[src/rtl/axis_rle_encoder.sv]
// axis_rle_encoder: run-length encoder for AXI4-Stream sample words.
// Consecutive identical words are merged. The count field is ignored when
// words are compared. It is overwritten with repeat = run_length - 1 on output.
// Optional feature macro: RLE_TIMEOUT_EN. When it is defined, an idle counter
// flushes a pending run after TIMEOUT_CYCLES cycles with no accepted input.
module axis_rle_encoder #(
  parameter int AXIS_TDATA_WIDTH = 128,
  parameter int RUN_MAX          = 65535,
  parameter int TIMEOUT_CYCLES   = 1024
) (
  input  logic                        aclk,
  input  logic                        aresetn,
  input  logic                        s_axis_tvalid,
  input  logic [AXIS_TDATA_WIDTH-1:0] s_axis_tdata,
  output logic                        s_axis_tready,
  output logic                        m_axis_tvalid,
  output logic [AXIS_TDATA_WIDTH-1:0] m_axis_tdata,
  input  logic                        m_axis_tready,
  input  logic                        flush,
  output logic                        busy
);

  localparam int W       = AXIS_TDATA_WIDTH;
  localparam int CNT_MSB = W - 17;
  localparam logic [15:0] RUN_LIMIT = 16'(RUN_MAX);
  localparam logic [W-1:0] CNT_FIELD = {16'h0000, 16'hFFFF, {(W - 32){1'b0}}};

  // Reject configurations the count field cannot represent.
  if (W < 32 || RUN_MAX < 1 || RUN_MAX > 65535 || TIMEOUT_CYCLES < 1 ||
      TIMEOUT_CYCLES > 65535) begin : g_bad_params
    $error("axis_rle_encoder: parameter out of range");
  end

  logic          hold_valid_q, hold_valid_d;
  logic [W-1:0]  hold_data_q,  hold_data_d;
  logic [15:0]   run_cnt_q,    run_cnt_d;
  logic          flush_pend_q, flush_pend_d;
  logic          out_valid_q,  out_valid_d;
  logic [W-1:0]  out_data_q,   out_data_d;

  logic out_free;
  logic accept;
  logic match;
  logic timeout_hit;

  assign out_free      = !out_valid_q | m_axis_tready;
  assign s_axis_tready = aresetn & !flush_pend_q & (!hold_valid_q | out_free);
  assign accept        = s_axis_tvalid & s_axis_tready;
  assign match         = ((s_axis_tdata ^ hold_data_q) & ~CNT_FIELD) == '0;

  assign m_axis_tvalid = out_valid_q;
  assign m_axis_tdata  = out_data_q;
  assign busy          = hold_valid_q | out_valid_q | flush_pend_q;

`ifdef RLE_TIMEOUT_EN
  localparam logic [15:0] IDLE_LAST = 16'(TIMEOUT_CYCLES - 1);
  logic [15:0] idle_q, idle_d;

  // Idle counter: it runs only while a run is held and no beat arrives.
  always_comb begin
    idle_d      = 16'd0;
    timeout_hit = 1'b0;
    if (hold_valid_q && !accept) begin
      if (idle_q == IDLE_LAST) begin
        timeout_hit = 1'b1;
      end else begin
        idle_d = idle_q + 16'd1;
      end
    end
  end

  // Idle counter register.
  always_ff @(posedge aclk or negedge aresetn) begin
    if (!aresetn) idle_q <= 16'd0;
    else          idle_q <= idle_d;
  end
`else
  assign timeout_hit = 1'b0;
`endif

  // Next-state logic for the run holder, the flush request and the output register.
  always_comb begin
    // NOTE: every signal gets a default here, so no path can leave a latch behind.
    hold_valid_d = hold_valid_q;
    hold_data_d  = hold_data_q;
    run_cnt_d    = run_cnt_q;
    flush_pend_d = flush_pend_q;
    out_valid_d  = out_valid_q & !m_axis_tready;
    out_data_d   = out_data_q;

    if (accept) begin
      if (hold_valid_q && match && (run_cnt_q < RUN_LIMIT)) begin
        run_cnt_d = run_cnt_q + 16'd1;
      end else begin
        // A mismatch or a saturated run closes the held run. Accepting the
        // beat already required out_free, so the output register can load it.
        if (hold_valid_q) begin
          out_valid_d                    = 1'b1;
          out_data_d                     = hold_data_q;
          out_data_d[CNT_MSB -: 16]      = run_cnt_q;
        end
        hold_valid_d = 1'b1;
        hold_data_d  = s_axis_tdata;
        run_cnt_d    = 16'd0;
      end
    end else if (flush_pend_q) begin
      // tready is low while a flush is pending, so no beat can compete here.
      if (!hold_valid_q) begin
        flush_pend_d = 1'b0;
      end else if (out_free) begin
        out_valid_d               = 1'b1;
        out_data_d                = hold_data_q;
        out_data_d[CNT_MSB -: 16] = run_cnt_q;
        hold_valid_d              = 1'b0;
        flush_pend_d              = 1'b0;
      end
    end

    // A beat that arrives together with the flush pulse joins the run first.
    // The flush is then serviced on a later cycle.
    if (flush || timeout_hit) flush_pend_d = 1'b1;
  end

  // State registers. Every register, including the data registers, clears on reset.
  always_ff @(posedge aclk or negedge aresetn) begin
    if (!aresetn) begin
      hold_valid_q <= 1'b0;
      hold_data_q  <= '0;
      run_cnt_q    <= 16'd0;
      flush_pend_q <= 1'b0;
      out_valid_q  <= 1'b0;
      out_data_q   <= '0;
    end else begin
      // NOTE: non-blocking assignments keep all registers updating from the same pre-edge values.
      hold_valid_q <= hold_valid_d;
      hold_data_q  <= hold_data_d;
      run_cnt_q    <= run_cnt_d;
      flush_pend_q <= flush_pend_d;
      out_valid_q  <= out_valid_d;
      out_data_q   <= out_data_d;
    end
  end

endmodule
[config.mk]
export PLATFORM = sky130hd
export DESIGN_NAME = axis_rle_encoder
export DESIGN_NICKNAME = d
export VERILOG_FILES = /design/src/rtl/axis_rle_encoder.sv
export SDC_FILE = /design/constraint.sdc
export NUM_CORES = 1
export LEC_CHECK = 0
export CAP_MARGIN = 20
export CORE_ASPECT_RATIO = 1.1
export CORE_MARGIN = 2
export CORE_UTILIZATION = 59
export DETAILED_ROUTE_END_ITERATION = 10
export GPL_ROUTABILITY_DRIVEN = 0
export PLACE_DENSITY_LB_ADDON = 0.05
export SYNTH_ARGS = -nofsm -noshare
export SYNTH_HDL_FRONTEND = slang
export SYNTH_SLANG_ARGS = --single-unit
[constraint.sdc]
create_clock -name aclk -period 7.35 [get_ports aclk]
set_input_delay 1.47 -clock aclk [delete_from_list [all_inputs] [get_ports aclk]]
set_output_delay 1.47 -clock aclk [all_outputs]
set_load 0.01 [all_outputs]
==> results of run 1 <==
cells by family (layout without fill, tap and decap cells):
logic type / after synthesis / count (layout) / synth area share
flip-flops: 259 / 259 / 0.407
AND/OR/NAND/NOR: 536 / 536 / 0.155
AO/OA/AOI/OAI: 324 / 324 / 0.162
other: 0 / 7 / 0
adder cells (fa/ha/maj): 1 / 1 / 0.000786
buffers and inverters: 313 / 471 / 0.0776
multiplexers: 222 / 222 / 0.159
XOR/XNOR: 70 / 70 / 0.0385
cells in the mapped netlist, types with 2 or more instances:
| cell type | instances |
|---|---|
| a311o_1 | 128 |
| nand4_1 | 17 |
| nor2_1 | 13 |
| nor3_1 | 2 |
| dfrtp_1 | 259 |
| nand3_1 | 153 |
| xnor2_1 | 50 |
| buf_6 | 6 |
| inv_1 | 163 |
| mux2_2 | 44 |
| xor2_1 | 20 |
| nand2_1 | 269 |
| and4_1 | 2 |
| a21o_1 | 6 |
| mux2_4 | 50 |
| clkbuf_1 | 124 |
| a2111o_1 | 15 |
| buf_1 | 8 |
| o21ai_0 | 19 |
| a21oi_1 | 5 |
| o22ai_1 | 140 |
| o2111ai_1 | 2 |
| nor4_1 | 14 |
| or3_1 | 4 |
| o221ai_1 | 2 |
| o2bb2ai_1 | 2 |
| mux2i_1 | 128 |
| nor2b_1 | 47 |
| buf_2 | 12 |
| nand2b_1 | 9 |
flip-flops by register name (all words and copies together) (netlist names):
register,count
flush_pend_q,1
run_cnt_q,16
hold_data_q,112
hold_valid_q,1
m_axis_tdata,128
m_axis_tvalid,1
path summary, 6_finish.rpt:
kind	end	slack [ps]	cells past startpoint
max	m_axis_tdata[52]$_DFFE_PN0P_	1810	10
min	m_axis_tdata[66]$_DFFE_PN0P_	560	1
max reg2reg	m_axis_tdata[52]$_DFFE_PN0P_	2490	10
min reg2reg	m_axis_tdata[66]$_DFFE_PN0P_	560	1
max in group asynchronous	hold_valid_q$_DFFE_PN0P_	5180	2
min in group asynchronous	m_axis_tdata[40]$_DFFE_PN0P_	890	1
metrics by stage:
step	util	power [W]	setup WS, ps
floorplan	-	0.00300	3390
global placement	0.689	0.00373	1350
detailed placement	0.689	0.00380	1320
CTS	0.723	0.00526	1870
global route	0.726	0.00552	1700
finish	0.726	0.00527	1810
where the power goes:
group,internal (W),switching (W)
combinational,0.000911,0.000780
clock,0.000862,0.000596
sequential,0.00174,0.000372
total,0.00352,0.00175
critical path, delay by kind of cell:
family,cells,cell delay (ps)
and+or+nand+nor,4,1690
buffers and inverters,3,1540
xor gates and xnor gates,1,560
AOI/OAI and AO/OA,1,350
muxes,1,240
metal layers:
layer  track usage  vias to the layer above
met3        0.0688                       95
met5             0                        -
met1         0.445                     6903
met4         0.123                        6
li1              -                     6481
met2         0.516                      467
cell type report:
| class | count | area share |
|---|---|---|
| antenna | 7 | 0.000903 |
| multi-input combinational | 1153 | 0.425 |
| clock buffer | 41 | 0.0439 |
| tap | 357 | 0.0230 |
| inverter | 163 | 0.0315 |
| clock inverter | 6 | 0.00413 |
| sequential | 259 | 0.334 |
| timing repair buffer | 261 | 0.138 |
==> impl_metrics.csv, run 1 <==
group,metric,value,unit
flow_run,maxCapViolations,0,
grt,first_global_vias,12900,
drt,vias,14000,
status,status,"finished clean",
placement,place_hpwl,30.4,mm
sta,hold_ws,560,ps
grt,grt_max_degree,191,
layout,multi_input_area,8240,um^2
synth,yosys-top-cells-area,"dfrtp_1 (41%), a311o_1 (8.0%), mux2i_1 (8.0%)",
layout,drive_gt1_frac,0.0850,
synth,async_reset_ff_frac,1.00,
setup_path,crit_required,7780,ps
placement,place_area,18400,um^2
setup_path,startpoint,"s_axis_tdata[65]",
clock_tree,numCtsBuffers,29,
floorplan,rows,63,
setup_path,worstPathArrival,5970,ps
sta,max_freq,0.180,GHz
clock_tree,cts_resized,0,
clock_tree,cts_tree,"yes",
drt,via_per_inst,6.21,
grt,grt_pass1_wl,72.9,mm
setup_path,cp-start-kind,"primary input",
drt,firstDrtPassIters,7,
synth,synth-seq-cells,259,
layout,regArea,6480,um^2
layout,area_growth,21.9,%
synth,netlist_area,15900,um^2
drt,dr_wl_met3,3.50,mm
sta,timing.final.crit_share,0.754,
floorplan,die_area,28300,um^2
clock_tree,root_buffer,"clkbuf_16",
synth,postSynthCellCount,1725,
drt,detailedRoute.firstIterationViolations,1440,
floorplan,core,26700,um^2
setup_path,cp-end-kind,"flop",
clock_tree,cts.sinks,259,
floorplan,initial_core_util,0.596,
sta,relSlewSlack,0.269,
setup_path,slowest_delay,890,ps
grt,grt_use_total,0.326,
sta,tightest_slew,1100,ps
synth,ys.warnings.count,0,
sta,period_minus_slack,5540,ps
synth,synth_seq_area_share,0.407,
sta,tns,0,ps
drt,ant_nets,0,
layout,final_common_cell,"nand2_1",
floorplan,die_width,161,um
drt,met2_length,21.7,mm
min_path,min_from,"m_axis_tdata[66]$_DFFE_PN0P_",
drt,wl_per_cell,20.9,um
synth,synth.top_cell.area_share,0.407,
clock_tree,cts_setup_buffers,0,
layout,fin_cells,2247,
layout,num-fill-cells,1982,
clock_tree,insertion_delay,550,ps
floorplan,dieHeight,176,um
layout,layout_common_cells,"nand2_1 (268), dfrtp_1 (258), clkdlybuf4s50_1 (246)",
synth,synth_edf_count,0,
clock_tree,postCtsHoldBufs,0,
sta,setup_viol,0,
drt,wl,46.9,mm
power_and_ir_drop,power_leakage,9.08,nW
power_and_ir_drop,vdd.ir_drop.worst,0.229,mV
setup_path,r2r-start,"run_cnt_q[0]$_DFFE_PN0P_",
sta,clock-skew-final,8.30,ps
sta,hold_viol,0,
setup_path,slowest_stage,"or4_4",
power_and_ir_drop,powerDensity,271,nW/um^2
synth,syn_area_per_cell,9.23,um^2
synth,synth_nets,1859,
sta,rsz0062_at_grt,"false",
layout,fin_area,19400,um^2
drt,drc_errors,0,
placement,placed_cells,2191,
min_path,hp-class,"reg -> reg",
placement,io_buffers,247,
setup_path,crit_fanout,64,
drt,routed.top_layer,"met5",
clock_tree,htree_levels,1,
grt,grt_overflow,0,
drt,m1WireLength,19.9,mm
sta,slew_violations,0,
setup_path,worstSetupPathType,"in -> reg",
synth,synth.distinct_cells,42,
layout,nets,2001,
clock_tree,cts_buffer_depth,3,
synth,synth-main-ff-cell,"dfrtp_1",
setup_path,crit_path_cell_trace,"clkdlybuf4s50_1 -> xnor2_1 -> nand4_1 -> nor4_1 -> nand4_1 -> or4_4 -> buf_4 -> buf_4 -> mux2i_1 -> a311o_1",
synth,synth_area_leader_cell,"dfrtp_1",
clock_tree,cts.reportedPaths.clkPinSlew,60,ps
floorplan,num_io_pins,264,
grt,antenna_found_initial,10,
Note: power is estimated with default switching activity, not from simulation.
==> run 2: changes to the inputs <==
- CORE_UTILIZATION: 59 -> 49
- clock period: 7.35 -> 4.7 ns (I/O delays scaled with it)
==> run 2 against run 1 <==
Against the previous run: power up 57%; register-to-register slack worse by 1100 ps; design area up 1.4%; sequential share of layout area down 0.47 points; critical endpoint is now hold_data_q[20]$_DFFE_PN0P_; count of clock-buffer cells in the layout up 7; core utilization down 11 points; critical path depth down 1.
==> impl_metrics.csv, run 2 (synthesis gave the netlist of run 1 again) <==
group,metric,value,unit
status,status,"finished clean",
sta,relSlewSlack,0.223,
floorplan,die_area,33900,um^2
clock_tree,cts_buffer_depth,3,
setup_path,cp-end-kind,"flop",
setup_path,r2r_end,"hold_data_q[20]$_DFFE_PN0P_",
drt,drc_errors,0,
floorplan,initial_core_util,0.496,
sta,hold_ws,293,ps
layout,area_growth,23.6,%
grt,grt_overflow,0,
sta,tns,0,ps
drt,firstDrtPassIters,6,
clock_tree,cts.sinks,259,
drt,wl_per_cell,20.8,um
sta,clock-skew-final,17.2,ps
setup_path,cp-start-kind,"primary input",
sta,max_freq,0.270,GHz
clock_tree,insertion_delay,560,ps
floorplan,rows,69,
drt,detailedRoute.firstIterationViolations,1192,
setup_path,crit_required,5130,ps
clock_tree,numCtsBuffers,30,
setup_path,crit_fanout,72,
grt,grt_use_total,0.279,
floorplan,core,32100,um^2
grt,antenna_found_initial,6,
sta,hold_viol,0,
sta,rsz0062_at_grt,"false",
grt,first_global_vias,12600,
drt,vias,13800,
sta,period_minus_slack,3700,ps
power_and_ir_drop,power_leakage,9.18,nW
drt,via_per_inst,5.91,
clock_tree,postCtsHoldBufs,0,
min_path,hp-class,"in -> async",
flow_run,maxCapViolations,0,
power_and_ir_drop,power_frac_seq,0.400,
layout,final_common_cell,"nand2_1",
layout,fin_util,0.613,
layout,largest_reg_flops,128,
setup_path,r2r_slack,1430,ps
setup_path,worstPathArrival,4130,ps
placement,io_buffers,247,
power_and_ir_drop,swShare,0.332,
clock_tree,htree_levels,1,
setup_path,r2r_cells,8,
drt,wl,48.5,mm
placement,place_hpwl,32.4,mm
sta,setup_viol,0,
sta,tightest_slew,1170,ps
power_and_ir_drop,powerDensity,420,nW/um^2
sta,slew_violations,0,
clock_tree,cts_resized,0,
grt,grt_pass1_wl,74.3,mm
grt,grt_max_degree,265,
power_and_ir_drop,pwr-share-comb,0.323,
power_and_ir_drop,internal-power,0.00552,W
power_and_ir_drop,power_frac_clock,0.277,
setup_path,worstSetupPathType,"in -> reg",
clock_tree,cts.reportedPaths.clkPinSlew,60,ps
layout,drive_gt1_frac,0.0906,
setup_path,r2r-start,"hold_data_q[84]$_DFFE_PN0P_",
drt,ant_nets,0,
clock_tree,root_buffer,"clkbuf_16",
layout,fin_area,19700,um^2
power_and_ir_drop,power.switching,0.00274,W
layout,nets,2012,
floorplan,dieHeight,193,um
clock_tree,cts_tree,"yes",
floorplan,num_io_pins,264,
clock_tree,cts_setup_buffers,0,
floorplan,die_width,176,um
power_and_ir_drop,vdd.ir_drop.worst,0.244,mV
placement,place_area,18700,um^2
layout,layout_common_cells,"nand2_1 (268), dfrtp_1 (258), clkdlybuf4s50_1 (246)",
sta,timing.final.crit_share,0.788,
-- run 2: cell types whose count changed in the layout (fill, tap and decap cells not counted), sizes merged --
cell	delta
buf	+10
bufinv	-2
clkbuf	+7
diode	-2
-- run 2: power groups by stage --
stage	registers (W)	logic, W	clock network (W)
3_5_place_dp	0.00333	0.00266	0
2_1_floorplan	0.00334	0.00134	0
6_report	0.00330	0.00267	0.00229
5_1_grt	0.00339	0.00289	0.00243
4_1_cts	0.00330	0.00268	0.00233
3_3_place_gp	0.00330	0.00260	0
-- run 2: cell type report --
class | instances | area [um^2]
multi-input combinational | 1153 | 8240
inverter | 163 | 612
antenna | 5 | 12.5
timing repair buffer | 271 | 2840
tap | 426 | 533
clock inverter | 4 | 20.0
fill | 2768 | 12400
clock buffer | 48 | 940
sequential | 259 | 6480
-- run 2: through the flow --
step	power [W]	worst slack, ps	std cells
floorplan	0.00469	1270	1725
global placement	0.00590	545	2271
detailed placement	0.00599	543	2271
CTS	0.00831	1120	2323
global route	0.00871	964	2326
finish	0.00826	996	2329
-- run 2: how the worst max path moves through the flow --
stage / from / depth (start not counted) / to
finish: s_axis_tdata[84] / 9 / hold_data_q[20]$_DFFE_PN0P_
floorplan: s_axis_tdata[0] / 11 / hold_data_q[0]$_DFFE_PN0P_
detailed placement: s_axis_tdata[84] / 9 / hold_data_q[28]$_DFFE_PN0P_
global placement: s_axis_tdata[84] / 9 / hold_data_q[8]$_DFFE_PN0P_
global route: s_axis_tdata[84] / 9 / m_axis_tdata[45]$_DFFE_PN0P_
CTS: s_axis_tdata[84] / 9 / hold_data_q[40]$_DFFE_PN0P_
-- run 2: per-layer routing --
metal | track usage | share of wire | up-vias | wire length [um]
li1 | - | - | 6487 | -
met1 | 0.390 | 0.44 | 6754 | 21500
met2 | 0.448 | 0.46 | 445 | 22500
met3 | 0.0520 | 0.068 | 63 | 3310
met4 | 0.0731 | 0.023 | 4 | 1130
met5 | 0 | 0.00060 | - | 29
-- run 2: worst max-delay path, cell delays in order --
cell and delay [ps]:
clkdlybuf4s50_1 460, xnor2_1 460, nand4_1 330, nor4_1 340, nand4_1 200, or4_4 530, and2_4 220, buf_12 240
mux2_4 350
